**src/rtl/evu_counter_bank_pkg.sv**
```systemverilog
// Shared definitions for the event-unit counter bank: register word indices,
// CTRL/ASID_FLT bit positions and the fixed part of the event info word.
package evu_counter_bank_pkg;

    localparam int unsigned NUM_CNT = 8;

    localparam logic [3:0] REG_EVT_CNT0 = 4'd0;
    localparam logic [3:0] REG_PC_CNT0  = 4'd4;
    localparam logic [3:0] REG_CTRL     = 4'd8;
    localparam logic [3:0] REG_ASID_FLT = 4'd9;
    localparam logic [3:0] REG_THRESH   = 4'd10;
    localparam logic [3:0] REG_STATUS   = 4'd11;
    localparam logic [3:0] REG_IRQ_EN   = 4'd12;

    localparam int unsigned CTRL_EN_BIT     = 0;
    localparam int unsigned CTRL_PRIV_LSB   = 4;
    localparam int unsigned CTRL_PRIV_W     = 4;
    localparam int unsigned ASID_FLT_EN_BIT = 31;

    // Upper fields of e_info; the ASID tail is appended per instance since
    // its width is a module parameter.
    typedef struct packed {
        logic [1:0] counter_no;
        logic [1:0] priv;
    } e_hdr_t;

endpackage

```
**src/rtl/evu_cnt_slice.sv**
```systemverilog
// One event counter: increment with wrap, threshold compare and
// CPU-write-over-increment priority. Flag outputs are single-cycle set pulses.
module evu_cnt_slice #(
    parameter int unsigned CNT_WIDTH = 32
) (
    input  logic                 clk,
    input  logic                 rst_n,
    input  logic                 inc,
    input  logic                 wr_en,
    input  logic [CNT_WIDTH-1:0] wr_data,
    input  logic [31:0]          thresh,
    output logic [CNT_WIDTH-1:0] count,
    output logic                 ovf_set,
    output logic                 thr_set
);

    logic                 bump;
    logic [CNT_WIDTH-1:0] count_inc;

    // A colliding CPU write discards the increment, so no flags either.
    assign bump      = inc & ~wr_en;
    assign count_inc = count + CNT_WIDTH'(1);
    assign ovf_set   = bump & (&count);
    assign thr_set   = bump & (thresh != '0) & (32'(count_inc) == thresh);

    always_ff @(posedge clk or negedge rst_n) begin
        if (!rst_n) begin
            count <= '0;
        end else if (wr_en) begin
            count <= wr_data;
        end else if (inc) begin
            count <= count_inc;
        end
    end

endmodule

```
**src/rtl/evu_counter_bank.sv**
```systemverilog
// Event counter bank: four mux-line counters and four PC-match counters,
// qualified by enable/privilege/ASID, with overflow/threshold status and IRQ.
module evu_counter_bank
    import evu_counter_bank_pkg::*;
#(
    parameter int unsigned ASID_WIDTH = 1,
    parameter int unsigned CNT_WIDTH  = 32
) (
    input  logic                  clk_i,
    input  logic                  rst_ni,
    input  logic [4:0]            e_id_i,
    input  logic [ASID_WIDTH+3:0] e_info_i,
    input  logic                  cfg_we_i,
    input  logic                  cfg_re_i,
    input  logic [3:0]            cfg_addr_i,
    input  logic [31:0]           cfg_wdata_i,
    output logic [31:0]           cfg_rdata_o,
    output logic                  cfg_rvalid_o,
    output logic                  irq_o
);

    typedef struct packed {
        e_hdr_t                hdr;
        logic [ASID_WIDTH-1:0] asid;
    } e_info_t;

    if (CNT_WIDTH == 0 || CNT_WIDTH > 32) begin : g_bad_width
        $error("evu_counter_bank: CNT_WIDTH must be 1..32");
    end

    logic [4:0]            e_id_q;
    e_info_t               e_info_q;

    logic                  ctrl_en;
    logic [CTRL_PRIV_W-1:0] priv_mask;
    logic                  flt_en;
    logic [ASID_WIDTH-1:0] flt_val;
    logic [31:0]           thresh;
    logic [15:0]           status;
    logic [15:0]           irq_en;

    logic                  qualify;
    logic [NUM_CNT-1:0]    inc;
    logic [NUM_CNT-1:0]    cnt_we;
    logic [NUM_CNT-1:0]    ovf_set;
    logic [NUM_CNT-1:0]    thr_set;
    logic [CNT_WIDTH-1:0]  cnt [NUM_CNT];

    logic [15:0]           status_clr;
    logic [15:0]           status_nxt;
    logic [31:0]           rd_word;

    // S0: unconditional capture of the event strobes
    always_ff @(posedge clk_i or negedge rst_ni) begin
        if (!rst_ni) begin
            e_id_q   <= '0;
            e_info_q <= '0;
        end else begin
            e_id_q   <= e_id_i;
            e_info_q <= e_info_i;
        end
    end

    // S1: qualification uses the configuration registers as they stand now
    assign qualify = ctrl_en
                   & priv_mask[e_info_q.hdr.priv]
                   & (~flt_en | (e_info_q.asid == flt_val));

    for (genvar g = 0; g < 4; g++) begin : g_inc
        assign inc[g]     = qualify & e_id_q[g];
        assign inc[g + 4] = qualify & e_id_q[4] & (e_info_q.hdr.counter_no == 2'(g));
    end

    for (genvar g = 0; g < NUM_CNT; g++) begin : g_slice
        assign cnt_we[g] = cfg_we_i & (cfg_addr_i == 4'(g));

        evu_cnt_slice #(
            .CNT_WIDTH (CNT_WIDTH)
        ) u_slice (
            .clk     (clk_i),
            .rst_n   (rst_ni),
            .inc     (inc[g]),
            .wr_en   (cnt_we[g]),
            .wr_data (cfg_wdata_i[CNT_WIDTH-1:0]),
            .thresh  (thresh),
            .count   (cnt[g]),
            .ovf_set (ovf_set[g]),
            .thr_set (thr_set[g])
        );
    end

    // Hardware sets take priority over a W1C landing in the same cycle.
    always_comb begin
        status_clr = '0;
        if (cfg_we_i && cfg_addr_i == REG_STATUS) begin
            status_clr = cfg_wdata_i[15:0];
        end
        status_nxt = (status & ~status_clr) | {thr_set, ovf_set};
    end

    always_ff @(posedge clk_i or negedge rst_ni) begin
        if (!rst_ni) begin
            ctrl_en   <= 1'b0;
            priv_mask <= '0;
            flt_en    <= 1'b0;
            flt_val   <= '0;
            thresh    <= '0;
            irq_en    <= '0;
        end else if (cfg_we_i) begin
            case (cfg_addr_i)
                REG_CTRL: begin
                    ctrl_en   <= cfg_wdata_i[CTRL_EN_BIT];
                    priv_mask <= cfg_wdata_i[CTRL_PRIV_LSB +: CTRL_PRIV_W];
                end
                REG_ASID_FLT: begin
                    flt_en  <= cfg_wdata_i[ASID_FLT_EN_BIT];
                    flt_val <= cfg_wdata_i[ASID_WIDTH-1:0];
                end
                REG_THRESH: thresh <= cfg_wdata_i;
                REG_IRQ_EN: irq_en <= cfg_wdata_i[15:0];
                default: ;
            endcase
        end
    end

    always_ff @(posedge clk_i or negedge rst_ni) begin
        if (!rst_ni) begin
            status <= '0;
            irq_o  <= 1'b0;
        end else begin
            status <= status_nxt;
            irq_o  <= |(status & irq_en);
        end
    end

    // Read mux sees pre-write register values.
    always_comb begin
        rd_word = '0;
        if (!cfg_addr_i[3]) begin
            rd_word = 32'(cnt[cfg_addr_i[2:0]]);
        end else begin
            case (cfg_addr_i)
                REG_CTRL: begin
                    rd_word[CTRL_EN_BIT]                      = ctrl_en;
                    rd_word[CTRL_PRIV_LSB +: CTRL_PRIV_W]     = priv_mask;
                end
                REG_ASID_FLT: begin
                    rd_word[ASID_FLT_EN_BIT]  = flt_en;
                    rd_word[ASID_WIDTH-1:0]   = flt_val;
                end
                REG_THRESH: rd_word = thresh;
                REG_STATUS: rd_word = {16'h0000, status};
                REG_IRQ_EN: rd_word = {16'h0000, irq_en};
                default:    rd_word = '0;
            endcase
        end
    end

    always_ff @(posedge clk_i or negedge rst_ni) begin
        if (!rst_ni) begin
            cfg_rdata_o  <= '0;
            cfg_rvalid_o <= 1'b0;
        end else begin
            cfg_rvalid_o <= cfg_re_i;
            if (cfg_re_i) begin
                cfg_rdata_o <= rd_word;
            end
        end
    end

endmodule
```
**config.mk**
```make
export PLATFORM = sky130hd
export DESIGN_NAME = evu_counter_bank
export DESIGN_NICKNAME = d
export VERILOG_FILES = /design/src/rtl/evu_counter_bank_pkg.sv /design/src/rtl/evu_cnt_slice.sv /design/src/rtl/evu_counter_bank.sv
export SDC_FILE = /design/constraint.sdc
export NUM_CORES = 1
export LEC_CHECK = 0
export BUFFER_PORTS_ARGS = -buffer_cell sky130_fd_sc_hd__buf_4
export CAP_MARGIN = 40
export CORE_MARGIN = 3
export CORE_UTILIZATION = 50
export DETAILED_ROUTE_END_ITERATION = 10
export MAX_ROUTING_LAYER = met4
export PLACE_DENSITY = 0.63
export SLEW_MARGIN = 20
export SYNTH_ARGS = -nofsm -noshare
export SYNTH_HDL_FRONTEND = slang
export SYNTH_HIERARCHICAL = 1
export SYNTH_SLANG_ARGS = --single-unit
```
**constraint.sdc**
```tcl
create_clock -name clk_i -period 3.47 [get_ports clk_i]
set_input_delay 0.5205 -clock clk_i [delete_from_list [all_inputs] [get_ports clk_i]]
set_output_delay 0.5205 -clock clk_i [all_outputs]
set_load 0.05 [all_outputs]
```
Word-level counts from Yosys, hierarchy flattened
Index checks and enable logic that the tools add are counted.
Cells by class
  muxes and demuxes: 28
  equality and inequality tests: 24
  reduce and logical (&&, ||, !) cells: 25
  $add $sub $neg: 8
  bitwise operators: 66
  $lt $le $gt $ge: 2
Operator list (number)
  2-to-1 mux 32 bit: 19
  adder 32 x 1 -> 32 bit, second input constant: 8
  == test 32 bit: 8
  AND reduction 32 bit: 8
  binary-select mux 32 bit (select 3 bit): 1
  one-hot mux 23 bit (3 select lines): 1
  AND 1 bit: 51
  AND 16 bit: 2
  nonzero test 32 bit: 1
  == test 4 bit, second input constant: 5
  == test 4 x 3 -> 1 bit, second input constant: 4
  2-to-1 mux 16 bit: 1
  inverter 16 bit: 1
  OR 16 bit: 1
  one-hot mux 4 bit (4 select lines): 1
  nonzero test 2 bit: 8
  OR reduction 16 bit: 1
  inverter 1 bit: 9
  one-hot mux 3 bit (3 select lines): 1
  == test 4 x 2 -> 1 bit, second input constant: 2
  AND reduction 2 bit: 4
  one-hot mux 1 bit (5 select lines): 1
  == test 2 bit, second input constant: 2
  == test 4 x 1 -> 1 bit, second input constant: 1
  other kinds (12): 12
Word-level totals
  register bits after elaboration: 371
  output and inout bits: 34

Depth between registers and ports, before layout
  word-level depth: 10
  mapped depth: 13
  gate-level depth less buffers: 11

By module
Netlist, hierarchy kept.
By module, submodules not included
  evu_cnt_slice (g_slice[0].u_slice ...): instances 7, cells each 347, area an instance 2777.7 µm², sequential area each 800.8 µm²
  evu_counter_bank: instances 1, cells each 568, area an instance 6889.1 µm², sequential area each 2877.8 µm²
  evu_cnt_slice (g_slice[2].u_slice): instances 1, cells each 341, area an instance 2700.1 µm², sequential area each 800.8 µm²

Least setup slack after synthesis
OpenSTA, ideal clock, no wires.
  kind: register to register
  from: register e_info_q[1] in the netlist's numbering
  to: register status[13]
  cell stages (with the launch flop): 13
  buffers on the path: 1
  slack: 0.608 ns
  clock period less this slack: 2.862 ns
  setup time: 0.064 ns
  arrival time: 2.798 ns
  cells stage by stage: dfrtp_1 mux4_2 o211a_1 nand2_1 nor3b_1 clkbuf_1 nor4b_1 o21ai_0 or4_1 a2111oi_0 nand4_1 nor4_2 a21o_1
On the way
  word-level cells in the longest chain between the ends: 10
Ends and longest elaborated chain
  start: declaration: RTL line evu_counter_bank.sv:32  | e_info_t e_info_q;
  start signal: assignment: RTL line evu_counter_bank.sv:60  | e_info_q <= e_info_i;
  binary-select mux 1 bit (select 2 bit): RTL line evu_counter_bank.sv:66  | & priv_mask[e_info_q.hdr.priv]
  2-to-1 mux 1 bit (implied by the code): RTL line evu_counter_bank.sv:66
  AND 1 bit: RTL line evu_counter_bank.sv:66
  AND 1 bit: RTL line evu_counter_bank.sv:67  | & (~flt_en | (e_info_q.asid == flt_val));
  AND 1 bit (2 in series): RTL line evu_counter_bank.sv:71  | assign inc[g + 4] = qualify & e_id_q[4] & (e_info_q.hdr.counter_no == 2'(g));
  named net inc[5]: RTL line evu_counter_bank.sv:43  | logic [NUM_CNT-1:0] inc;
  AND 1 bit: RTL line evu_cnt_slice.sv:21  | assign bump = inc & ~wr_en;
  AND 1 bit (2 in series): RTL line evu_cnt_slice.sv:24  | assign thr_set = bump & (thresh != '0) & (32'(count_inc) == thresh);
  named net thr_set[5]: RTL line evu_counter_bank.sv:46  | logic [NUM_CNT-1:0] thr_set;
  OR 16 bit: RTL line evu_counter_bank.sv:98  | status_nxt = (status & ~status_clr) | {thr_set, ovf_set};
  named net status_nxt[13]: RTL line evu_counter_bank.sv:50  | logic [15:0] status_nxt;
  end signal: assignment: RTL line evu_counter_bank.sv:131  | status <= status_nxt;
  end: declaration: RTL line evu_counter_bank.sv:39  | logic [15:0] status;
The timed path passes the listed nets, and every way through them passes these cells. The select of a mux whose other input is x is not followed.
A chain may end at the register's enable or synchronous reset.

Final worst setup path
  from: register e_info_q[1] in the netlist's numbering
  to: register status[14]
Same word-level chain as after synthesis.

==> impl_metrics.yaml <==
die:
  rows: 87
  coreArea_sq_um: 56900
  ios: 84
  dieArea_sq_um: 61000
  fp.dieW_um: 247
  fp.dieH_um: 247
  start_util_pct: 51.0
routing:
  vias: 28016
  dr.pass1.iters: 6
  drtAntennaViolNets: 0
  wirelength_um: 129000
  avgViaCountPerCell: 6.66
  wire_per_inst_um: 30.7
  drc: 0
  drtIter0Drc: 3135
yosys:
  ys.flop_type: "dfrtp_1"
  yosys_warnings: 6
  synth_cell_types: 75
  synth_seq_area_share_pct: 32.0
  synth_edf_count: 0
  ys_ff_latch: 371
  syn_area_sq_um: 29000
  syn_nets: 3396
  async_flop_share_pct: 100
  postSynthCellCount: 3338
  syn_avg_cell_area_sq_um: 8.70
sta:
  slew-limit-headroom_pct: 36.4
  hold_viol_final: 0
  period_share_pct: 98.1
  min_period_ns: 3.40
  rsz0062_at_grt: "no"
  fin_ws_ns: 0.0669
  slew_violations: 0
  worstMarginPinSlew_ns: 0.955
  fmax_mhz: 294
  clock_skew_ns: 0.0361
  holdWs_ns: 0.0346
  finalSetupViolations: 0
worst_setup_path:
  startpoint_type: "register"
  end_kind: "register"
  worstReg2RegEnd: "status[14]"
  crit-reg2reg-launch: "e_info_q[1]"
  critPathArrivalTime_ns: 3.96
  critPathKind: "register to register"
  worstPathRequired_ns: 4.03
  worstPathMaxFanout: 3
  rrSetupSlack_ns: 0.07
  ff2ff_path_depth: 11
clocking:
  cts_tree: "done"
  htreeDepth: 2
  cts-root-buf: "clkbuf_16"
  clock_sinks: 371
  postCtsSetupBuffers: 0
  insertion_delay_ns: 0.62
  path_clk_slew_ns: 0.07
  numCtsBuffers: 46
  cts_buffer_depth: 3
global_routing:
  grt_antenna_before_repair: 3
  track_usage_pct: 43.1
  grt_pass1_wl_um: 185000
  overflow: 0
  grt_pass1_vias: 26628
  grt_start_max_net_pins: 85
place:
  place_congestion: 1.06
  port_buffers: 83
  placed_cells: 4117
  hpwlAfterDp_um: 94500
  place_area_sq_um: 30900
  dp_slack_ns: -0.0178
power_and_ir_drop:
  vdd_drop_max_mv: 0.513
  p_int_mw: 11.9
  powerDensity_nw_per_um2: 664
  p_leak_nw: 11.5
  netSwitchingFraction_pct: 44.7
  total_power_mw: 21.6
  p_switching_mw: 9.64
  clkPwrFrac_pct: 23.0
  combPwrFrac_pct: 40.5
  seq_power_share_pct: 36.5
worst_hold_path:
  hold_depth: 1
  worstHoldPathType: "input pin to register"
  hp-start: "e_id_i[1]"
  holdPathEnd: "e_id_q[1]"
run:
  maxCapViolations: 0
status:
  status: "completed"
final_layout:
  final-seq-area_sq_um: 9280
  final_area_sq_um: 32500
  multi_input_area_sq_um: 18800
  drive_gt1_share_pct: 14.6
  instances_no_fill: 4206
  nNetsFinal: 3471
  fillCellCount: 5206
  syn2layout_area_growth_pct: 11.9
==> through the flow <==
stage | setup TNS, ns | util, %
after CTS | 0 | 57.0
after global routing | 0 | 57.1
final | 0 | 57.1
after detailed placement | -0.0178 | 54.3
after global placement | 0 | 54.3
after floorplan | 0 | -
==> worst max path at each step <==
stage                   from    endpoint  slack (ns)  depth (start not counted)
6_report         e_info_q[1]  status[14]        0.07                         11
5_1_grt          e_info_q[1]  status[14]        0.02                         11
4_1_cts          e_info_q[1]   status[9]        0.04                         11
3_5_place_dp     e_info_q[1]  status[10]       -0.02                         13
3_3_place_gp   cfg_addr_i[2]   status[9]        0.05                         10
2_1_floorplan    e_info_q[1]  status[13]        0.61                         12
==> cells in the mapped netlist, types with 19 or more instances <==
master    number  area share (%)
a21oi_1       22            0.38
a221oi_1      25            0.75
a22oi_1       19            0.49
a31oi_1       51             1.1
and3_1        39            0.84
and4_1        26            0.78
buf_2         52            0.90
clkbuf_1     109             1.4
dfrtp_1      371              32
inv_1         39            0.50
mux2_2        63             2.4
mux2i_1       63             2.2
mux4_2        41             3.2
nand2_1      470             6.1
nand3_1      162             2.8
nand3b_1      21            0.54
nand4_1      120             2.6
nor2_1       182             2.4
nor2b_1       26            0.56
nor3_1        36            0.62
nor4_1       120             2.6
o21ai_0      326             5.6
xnor2_1      385              12
xor2_1       248             7.5
==> cell usage in the layout (no fill, tap or decap), drive strengths merged, types with 26 or more instances in the layout <==
cell type | netlist | routed
nand2 | 471 | 471
nor2b | 26 | 26
mux2 | 65 | 65
inv | 40 | 41
and3 | 39 | 39
nor4 | 127 | 127
a31oi | 51 | 51
nand3 | 163 | 163
mux4 | 45 | 45
clkbuf | 109 | 67
and4 | 26 | 26
nand4 | 135 | 135
nor3 | 51 | 51
buf | 87 | 222
mux2i | 63 | 63
o21ai | 334 | 334
xnor2 | 385 | 385
nor2 | 185 | 185
xor2 | 248 | 248
dfrtp | 371 | 371
==> sequential cells by signal (all words and copies together), names as in the netlist <==
register,flops
cfg_rdata_o,32
cfg_rvalid_o,1
ctrl_en,1
e_id_q,5
e_info_q,5
flt_en,1
flt_val,1
g_slice.u_slice/count,256
irq_en,16
irq_o,1
priv_mask,4
status,16
thresh,32
==> critical path, stage by stage, from the launching register on <==
cell       delay (ns)
dfrtp_1          0.39
mux4_2           0.36
o211a_1          0.22
nand2_1          0.15
nor3b_2          0.21
nor4b_1          0.41
o21ai_0          0.15
or4_1            0.58
a2111oi_0        0.40
nand4_1          0.17
nor4_2           0.21
a21o_1           0.12
==> kinds of logic after synthesis <==
logic type,count (synthesis),share of synthesized area [%]
adders and majority gates,16,0.621
DFF,371,32.0
buffers and inverters,236,3.75
and+or+nand+nor,1362,25.0
xor gates and xnor gates,633,19.1
AOI/OAI and AO/OA,547,11.3
muxes,173,8.24
==> routing by layer <==
layer  track usage (%)  part of all wire, %  vias up
met3              7.84                   10      464
met5                 -                    0        -
met4              27.9                  7.9        0
met1              53.8                   38    13649
met2              64.3                   44     1793
li1                  -                    -    12110
==> power groups by stage <==
stage / logic (mW) / registers [mW] / clock network (mW)
6_report: 8.73 / 7.88 / 4.97
5_1_grt: 9.23 / 7.99 / 5.15
4_1_cts: 8.44 / 7.81 / 4.99
3_5_place_dp: 8.37 / 7.87 / 0
3_3_place_gp: 8.25 / 7.83 / 0
2_1_floorplan: 5.65 / 7.12 / 0
==> layout make-up <==
cell class	instances	area share, %
antenna	4	0.0308
clock buffer	67	4.22
clock inverter	14	0.416
inverter	40	0.462
multi-input combinational	2731	57.7
sequential	371	28.6
tap	756	2.91
timing repair buffer	223	5.67
==> what timing repair did <==
| item | 4_1_cts | 5_1_grt |
|---|---|---|
| hold endpoints to repair | 25 | 0 |
| hold buffers | 1 | 0 |
| pin swaps | 0 | 1 |
| gates resized for setup | 1 | 3 |
| endpoints found under the setup margin | 1 | 3 |
Note: power is estimated with default switching activity, not from simulation.
